===== config.mk =====
export PLATFORM = sky130hd
export DESIGN_NAME = div_manager
export DESIGN_NICKNAME = d
export VERILOG_FILES = /design/src/rtl/div_manager.sv
export SDC_FILE = /design/constraint.sdc
export NUM_CORES = 1
export LEC_CHECK = 0
export ABC_CLOCK_PERIOD_IN_PS = 17650
export BUFFER_PORTS_ARGS = -buffer_cell sky130_fd_sc_hd__buf_2
export CORE_MARGIN = 5
export CORE_UTILIZATION = 61
export DETAILED_ROUTE_END_ITERATION = 7
export PLACE_DENSITY = 0.86
export SETUP_SLACK_MARGIN = 0.02
export SLEW_MARGIN = 5
export SYNTH_ARGS = -nofsm -noshare
export SYNTH_HDL_FRONTEND = slang
export SYNTH_SLANG_ARGS = --single-unit

===== constraint.sdc =====
create_clock -name clk -period 17.65 [get_ports clk]
set_input_delay 3.53 -clock clk [delete_from_list [all_inputs] [get_ports clk]]
set_output_delay 3.53 -clock clk [all_outputs]
set_load 0.05 [all_outputs]

===== src/rtl/div_manager.sv =====
// Multi-cycle RV32M divide/remainder unit (DIV, DIVU, REM, REMU) with a one-entry
// pending-destination scoreboard and a valid/ready writeback port.
module div_manager #(
  parameter int DATA_W     = 32,
  parameter int REG_ADDR_W = 5
) (
  input  logic                     clk,
  input  logic                     rst,
  input  logic                     div_req_i,
  input  logic [1:0]               div_op_i,
  input  logic [DATA_W-1:0]        dividend_i,
  input  logic [DATA_W-1:0]        divisor_i,
  input  logic [REG_ADDR_W-1:0]    rd_addr_i,
  output logic                     div_busy_o,
  output logic [2**REG_ADDR_W-1:0] rd_addr_flags_o,
  output logic                     wb_valid_o,
  output logic [REG_ADDR_W-1:0]    wb_rd_addr_o,
  output logic [DATA_W-1:0]        wb_data_o,
  input  logic                     wb_ready_i
);

  localparam int NREG = 2**REG_ADDR_W;

  // state  | meaning
  // IDLE   | waiting for a request
  // CALC   | restoring division, one quotient bit per cycle
  // DONE   | result presented, waiting for writeback grant
  typedef enum logic [1:0] {S_IDLE, S_CALC, S_DONE} state_t;

  state_t                  state_q, state_d;
  logic [4:0]              cnt_q, cnt_d;
  logic [DATA_W-1:0]       rem_q, rem_d;
  logic [DATA_W-1:0]       quo_q, quo_d;
  logic [DATA_W-1:0]       dvs_q, dvs_d;
  logic [DATA_W-1:0]       res_q, res_d;
  logic                    is_rem_q, is_rem_d;
  logic                    negq_q, negq_d;
  logic                    negr_q, negr_d;
  logic [REG_ADDR_W-1:0]   rd_q, rd_d;
  logic [NREG-1:0]         flags_q, flags_d;

  logic                    signed_op, a_neg, b_neg, div_zero, ovf, accept;
  logic [DATA_W-1:0]       a_mag, b_mag;
  logic [NREG-1:0]         rd_onehot;
  logic [DATA_W:0]         rem_shift, diff;
  logic                    ge;
  logic [DATA_W-1:0]       rem_next, quo_next, q_fix, r_fix;

  assign signed_op = ~div_op_i[0];
  assign a_neg     = signed_op & dividend_i[DATA_W-1];
  assign b_neg     = signed_op & divisor_i[DATA_W-1];
  assign a_mag     = a_neg ? (~dividend_i + 1'b1) : dividend_i;
  assign b_mag     = b_neg ? (~divisor_i + 1'b1) : divisor_i;
  assign div_zero  = (divisor_i == '0);
  assign ovf       = signed_op && (dividend_i == {1'b1, {(DATA_W-1){1'b0}}})
                     && (divisor_i == '1);
  assign accept    = (state_q == S_IDLE) && div_req_i && (rd_addr_i != '0);
  assign rd_onehot = {{(NREG-1){1'b0}}, 1'b1} << rd_addr_i;

  // One restoring step: shift next dividend bit into the partial remainder.
  assign rem_shift = {rem_q, quo_q[DATA_W-1]};
  assign diff      = rem_shift - {1'b0, dvs_q};
  assign ge        = ~diff[DATA_W];
  assign rem_next  = ge ? diff[DATA_W-1:0] : rem_shift[DATA_W-1:0];
  assign quo_next  = {quo_q[DATA_W-2:0], ge};
  assign q_fix     = negq_q ? (~quo_next + 1'b1) : quo_next;
  assign r_fix     = negr_q ? (~rem_next + 1'b1) : rem_next;

  always_ff @(posedge clk or posedge rst) begin
    if (rst) begin
      state_q  <= S_IDLE;
      cnt_q    <= '0;
      rem_q    <= '0;
      quo_q    <= '0;
      dvs_q    <= '0;
      res_q    <= '0;
      is_rem_q <= 1'b0;
      negq_q   <= 1'b0;
      negr_q   <= 1'b0;
      rd_q     <= '0;
      flags_q  <= '0;
    end else begin
      state_q  <= state_d;
      cnt_q    <= cnt_d;
      rem_q    <= rem_d;
      quo_q    <= quo_d;
      dvs_q    <= dvs_d;
      res_q    <= res_d;
      is_rem_q <= is_rem_d;
      negq_q   <= negq_d;
      negr_q   <= negr_d;
      rd_q     <= rd_d;
      flags_q  <= flags_d;
    end
  end

  always_comb begin
    state_d  = state_q;
    cnt_d    = cnt_q;
    rem_d    = rem_q;
    quo_d    = quo_q;
    dvs_d    = dvs_q;
    res_d    = res_q;
    is_rem_d = is_rem_q;
    negq_d   = negq_q;
    negr_d   = negr_q;
    rd_d     = rd_q;
    flags_d  = flags_q;
    unique case (state_q)
      S_IDLE: begin
        if (accept) begin
          rd_d     = rd_addr_i;
          flags_d  = rd_onehot;
          is_rem_d = div_op_i[1];
          if (div_zero || ovf) begin
            // Architectural special results skip the iteration entirely.
            if (div_zero) res_d = div_op_i[1] ? dividend_i : '1;
            else          res_d = div_op_i[1] ? '0 : dividend_i;
            state_d = S_DONE;
          end else begin
            rem_d   = '0;
            quo_d   = a_mag;
            dvs_d   = b_mag;
            negq_d  = a_neg ^ b_neg;
            negr_d  = a_neg;
            cnt_d   = 5'd31;
            state_d = S_CALC;
          end
        end
      end
      S_CALC: begin
        rem_d = rem_next;
        quo_d = quo_next;
        if (cnt_q == 5'd0) begin
          res_d   = is_rem_q ? r_fix : q_fix;
          state_d = S_DONE;
        end else begin
          cnt_d = cnt_q - 5'd1;
        end
      end
      S_DONE: begin
        if (wb_ready_i) begin
          flags_d = '0;
          state_d = S_IDLE;
        end
      end
      default: state_d = S_IDLE;
    endcase
  end

  assign div_busy_o      = (state_q != S_IDLE);
  assign wb_valid_o      = (state_q == S_DONE);
  assign wb_rd_addr_o    = rd_q;
  assign wb_data_o       = res_q;
  // Cycle-0 bypass so ID stalls on the destination before the bit is registered.
  assign rd_addr_flags_o = flags_q | ((accept && !rst) ? rd_onehot : '0);

endmodule


Word-level counts from Yosys, hierarchy flattened

Cells that the tools add are included.

Register bits: 175
Latch bits: 0
Bits in writable memories: 0
Memory bits (read-only): 0
Output and inout bits: 71
Word-level logic and storage cells: 92
Memories kept: 0

$add $sub $neg: 6
Multipliers: 0
Div/mod/pow operators: 0
$lt $le $gt $ge: 0
Equality and inequality tests: 10
Shift-type cells: 1
Multiplexer cells: 32
Bitwise operators: 11
Reductions and logical operators: 21

Operator list:

| operator              | count |
|---|---|
| $mux 32               | 19 |
| $pmux 32 s2           | 4 |
| $add 32x1->32 const B | 4 |
| $not 32->32           | 4 |
| $eq 32x32->1 const B  | 2 |
| $sub 33x32->33        | 1 |
| $logic_not 32->1      | 1 |
| $or 32x32->32         | 1 |
| $shl 1x5->32 const A  | 1 |
| $mux 5                | 3 |
| $reduce_and 3->1      | 4 |
| $pmux 5 s2            | 1 |
| $mux 2                | 4 |
| $ne 2x2->1 const B    | 4 |
| $reduce_and 4->1      | 2 |
| $pmux 2 s3            | 1 |
| $reduce_bool 2->1     | 3 |
| $logic_and 1x1->1     | 5 |
| $logic_not 5->1       | 1 |
| $reduce_bool 5->1     | 1 |
| $sub 5x1->5 const B   | 1 |
| $ne 2x1->1 const B    | 2 |
| $not 1->1             | 3 |
| $and 1x1->1           | 2 |
| other kinds (7)       | 7 |

Logic depth before layout (Yosys ltp)

Depth after elaboration: 8
Mapped depth: 25

Worst setup path before layout

OpenSTA, ideal clock, no wires.

Kind: input-to-output
Start: input rst
End: output rd_addr_flags_o[16]
Arrival: 8.188 ns
Path slack: 5.932 ns
Stages: 3
Path buffers: 0
Cell sequence: inv_1 -> and3_1 -> a21o_1

Longest elaborated chain between the ends: 4

Ends and longest elaborated chain:

| element           | RTL line | RTL |
|---|---|---|
| start, declared   | 8        | `input logic rst,` |
| $logic_not 1->1   | 156      | `assign rd_addr_flags_o = flags_q \| ((accept && !rst) ? rd_onehot : '0);` |
| $logic_and 1x1->1 | 156      |  |
| $mux 32           | 156      |  |
| $or 32x32->32     | 156      |  |
| end, declared     | 15       | `output logic [2**REG_ADDR_W-1:0] rd_addr_flags_o,` |

Every way passes these cells.

Worst setup path after layout

Start: input rd_addr_i[0]
End: output rd_addr_flags_o[2]

Longest elaborated chain between the ends: 5
Elaborated cells between the ends (all ways): 6
Classes of those cells: 1 x shift; 1 x mux; 1 x bitwise; 3 x reduce/logical

Ends and longest elaborated chain:

| element           | RTL line | RTL |
|---|---|---|
| start, declared   | 13       | `input logic [REG_ADDR_W-1:0] rd_addr_i,` |
| $reduce_bool 5->1 | 57       | `assign accept = (state_q == S_IDLE) && div_req_i && (rd_addr_i != '0);` |
| $logic_and 1x1->1 | 57       |  |
| $logic_and 1x1->1 | 156      |  |
| $mux 32 *         | 156      |  |
| $or 32x32->32 *   | 156      |  |

Every way passes the cells marked *; elsewhere a longest branch is shown, timed or not.

==> flow_summary.json <==
{
  "ys_seq_elements": 175,
  "min-delay-start": "wb_data_o[17]$_DFFE_PP0P_",
  "design_area_um2": 14840,
  "cap_violations": 0,
  "critPathRequiredTime_ns": 14.12,
  "synth-edff-count": 0,
  "reg2reg_slack_ns": 11.52,
  "die-area_um2": 25110,
  "design.core.area_um2": 21760,
  "grtUsageTotal_pct": 30.92,
  "dpl_cell_area_um2": 14230,
  "setup_tns_ns": 0,
  "clock_latency_ns": 0.45,
  "p_int_w": 0.001446,
  "irDropWorstVdd_uv": 91.21,
  "syn_inst": 1633,
  "leakage_nw": 6.558,
  "rsz0062_at_grt": "false",
  "avgSynthCellArea_um2": 8.234,
  "cts_resized": 0,
  "swShare_pct": 53.48,
  "rows": 54,
  "drive_above_1_share_pct": 14.53,
  "cts_max_level": 4,
  "final_cells": 2008,
  "max_freq_mhz": 103.7,
  "clockRootBuffer": "clkbuf_16",
  "nFillCells": 1772,
  "dr.pass1.iters": 6,
  "finalCritPeriodShare_pct": 54.64,
  "post-route-util_pct": 68.21,
  "synth_nets": 1748,
  "drtIter0Drc": 1593,
  "crit_type": "input pin to primary output",
  "grt_max_degree": 107,
  "grt-ovfl-total": 0,
  "remaining_drc_errors": 0,
  "clkTransAtPathRegs_ns": 0.07,
  "yosys_warnings": 0,
  "hold_path.class": "register to register",
  "place_inst": 1976,
  "final_common_cell": "dfrtp_1",
  "cts_made_buffers": 17,
  "crit_start": "rd_addr_i[0]",
  "worst_pin_slew_ns": 1.260,
  "synth.distinct_cells": 84,
  "initial_utilization_pct": 61.80,
  "seqCellArea_um2": 4379,
  "layout_common_cells": "dfrtp_1 (175), nand2_1 (168), nor2_1 (150)",
  "post_drt_wl_per_cell_um": 19.51,
  "fin_nets": 1830,
  "routed_wl_mm": 39.18,
  "area_growth_pct": 10.37,
  "cp-end-kind": "primary output",
  "synthesis.area_um2": 13450,
  "antenna_found_initial": 0,
  "status": "completed",
  "grt_pass1_wl_mm": 62.96,
  "p_seq_share_pct": 23.6,
  "synthArstFlopShare_pct": 100.0,
  "io_buffers": 145,
  "multiInputGateArea_um2": 8451,
  "hpwlAfterDp_mm": 28.31,
  "gp_congestion": 0.9799,
  "diodes": 0,
  "ctsLongestPathBuffers": 2,
  "clock-sinks": 175,
  "clockPowerShare_pct": 12.6,
  "regToRegStartpoint": "quo_q[31]$_DFFE_PP0P_",
  "io_pins": 146,
  "slew_viol_final": 0,
  "clock_skew_ns": 0.008269,
  "num_vias": 13320,
  "power_density_nw_per_um2": 209.5,
  "die_w_um": 158.5,
  "fin_crit_ns": 9.644,
  "holdBufCountCts": 0,
  "finalSetupViolations": 0,
  "path_max_fanout": 12,
  "start_kind": "input pin",
  "switchingPower_w": 0.001663,
  "p_comb_share_pct": 63.8,
  "max_slew_margin_pct": 16.01,
  "first_global_vias": 12400,
  "ys_seq_area_share_pct": 32.57,
  "die_h_um": 158.5,
  "worstPathArrival_ns": 6.11,
  "via_per_inst": 6.633,
  "cts_tree": "yes",
  "postCtsSetupBuffers": 0,
  "synth_ff_type": "dfrtp_1",
  "final_antenna_net_count": 0,
  "final_hold_viol_count": 0,
  "hold_slack_ns": 0.4794
}
synthesized netlist by cell type (12+ instances only):
master,instances,area [µm²]
a211oi_1,19,142.6
a21o_1,34,255.2
a21oi_1,119,595.6
a221o_1,30,300.3
a22o_1,19,166.4
a31oi_1,13,81.33
buf_2,31,155.2
clkbuf_1,58,217.7
dfrtp_1,175,4379
ha_1,39,488.0
inv_1,60,225.2
mux2_2,14,157.7
mux2i_1,37,370.4
nand2_1,168,630.6
nand2b_1,16,100.1
nand3_1,17,85.08
nand4_1,21,131.4
nor2_1,150,563.0
nor2b_1,12,75.07
nor3_1,54,270.3
nor4_1,18,112.6
o211ai_1,14,105.1
o21ai_0,146,730.7
o31ai_1,34,255.2
o41ai_1,12,105.1
or3_1,20,125.1
xnor2_1,59,516.8
xor2_1,77,674.4
path summary, 6_finish.rpt:
| path | end | cells past startpoint |
|---|---|---|
| hold reg to reg | wb_data_o[17]$_DFFE_PP0P_ | 2 |
| max in group asynchronous | rem_q[15]$_DFFE_PP0P_ | 3 |
| setup reg to reg | wb_data_o[20]$_DFFE_PP0P_ | 21 |
| hold / removal | wb_data_o[17]$_DFFE_PP0P_ | 2 |
| min in group asynchronous | flags_q[2]$_DFFE_PP0P_ | 2 |
| setup / recovery | rd_addr_flags_o[2] | 9 |
cell families (layout without fill, tap and decap cells):
group / Yosys count / in the layout / share of synthesized area, %
and+or+nand+nor: 533 / 533 / 18.83
buffers and inverters: 156 / 251 / 4.755
xor gates and xnor gates: 136 / 136 / 8.859
muxes: 51 / 51 / 3.927
AOI/OAI and AO/OA: 542 / 542 / 27.28
adders and majority gates: 40 / 40 / 3.778
DFF: 175 / 175 / 32.57
per-stage QoR:
step           total power [W]  setup WS, ns
6_report              0.003109         8.006
4_1_cts               0.003061         8.030
2_1_floorplan         0.002203         5.932
3_5_place_dp          0.002661         8.043
5_1_grt               0.003318         7.773
3_3_place_gp          0.002598         8.246
state kept, by name, summed over array words and instances, names as in the netlist:
| signal | cells |
|---|---|
| cnt_q | 5 |
| dvs_q | 32 |
| flags_q | 32 |
| is_rem_q | 1 |
| negq_q | 1 |
| negr_q | 1 |
| quo_q | 32 |
| rem_q | 32 |
| state_q | 2 |
| wb_data_o | 32 |
| wb_rd_addr_o | 5 |
metal layers:
metal / up-vias / share of wire, % / global-route usage (%) / routed length, µm
met3: 79 / 11 / 6.143 / 4492
met2: 783 / 45 / 48.54 / 17470
met4: 0 / 2.1 / 8.489 / 835
met1: 6307 / 42 / 43.91 / 16390
met5: - / 0 / 0 / 0
li1: 6150 / - / - / -
worst max-delay path: stages:
cell	delay, ns
buf_2	0.21
or2_0	0.33
o41a_1	0.30
nand2_1	0.25
or2_2	0.37
nor2_1	0.47
nand2_1	0.19
o21bai_1	0.17
buf_2	0.28
power groups by stage:
| stage | logic [W] | registers [W] | clock network, W |
|---|---|---|---|
| 5_1_grt | 0.00215 | 0.000751 | 0.000413 |
| 4_1_cts | 0.00194 | 0.000724 | 0.000394 |
| 3_3_place_gp | 0.00188 | 0.000723 | 0 |
| 2_1_floorplan | 0.00140 | 0.000803 | 0 |
| 6_report | 0.00198 | 0.000734 | 0.000393 |
| 3_5_place_dp | 0.00193 | 0.000728 | 0 |
area by class of cell:
type / count / share of cell area [%]
timing repair buffer: 157 / 5.497
sequential: 175 / 29.51
tap: 280 / 2.361
clock inverter: 14 / 1.121
inverter: 62 / 1.602
clock buffer: 18 / 2.960
multi-input combinational: 1302 / 56.95
Power figures use the tool's default switching activity.
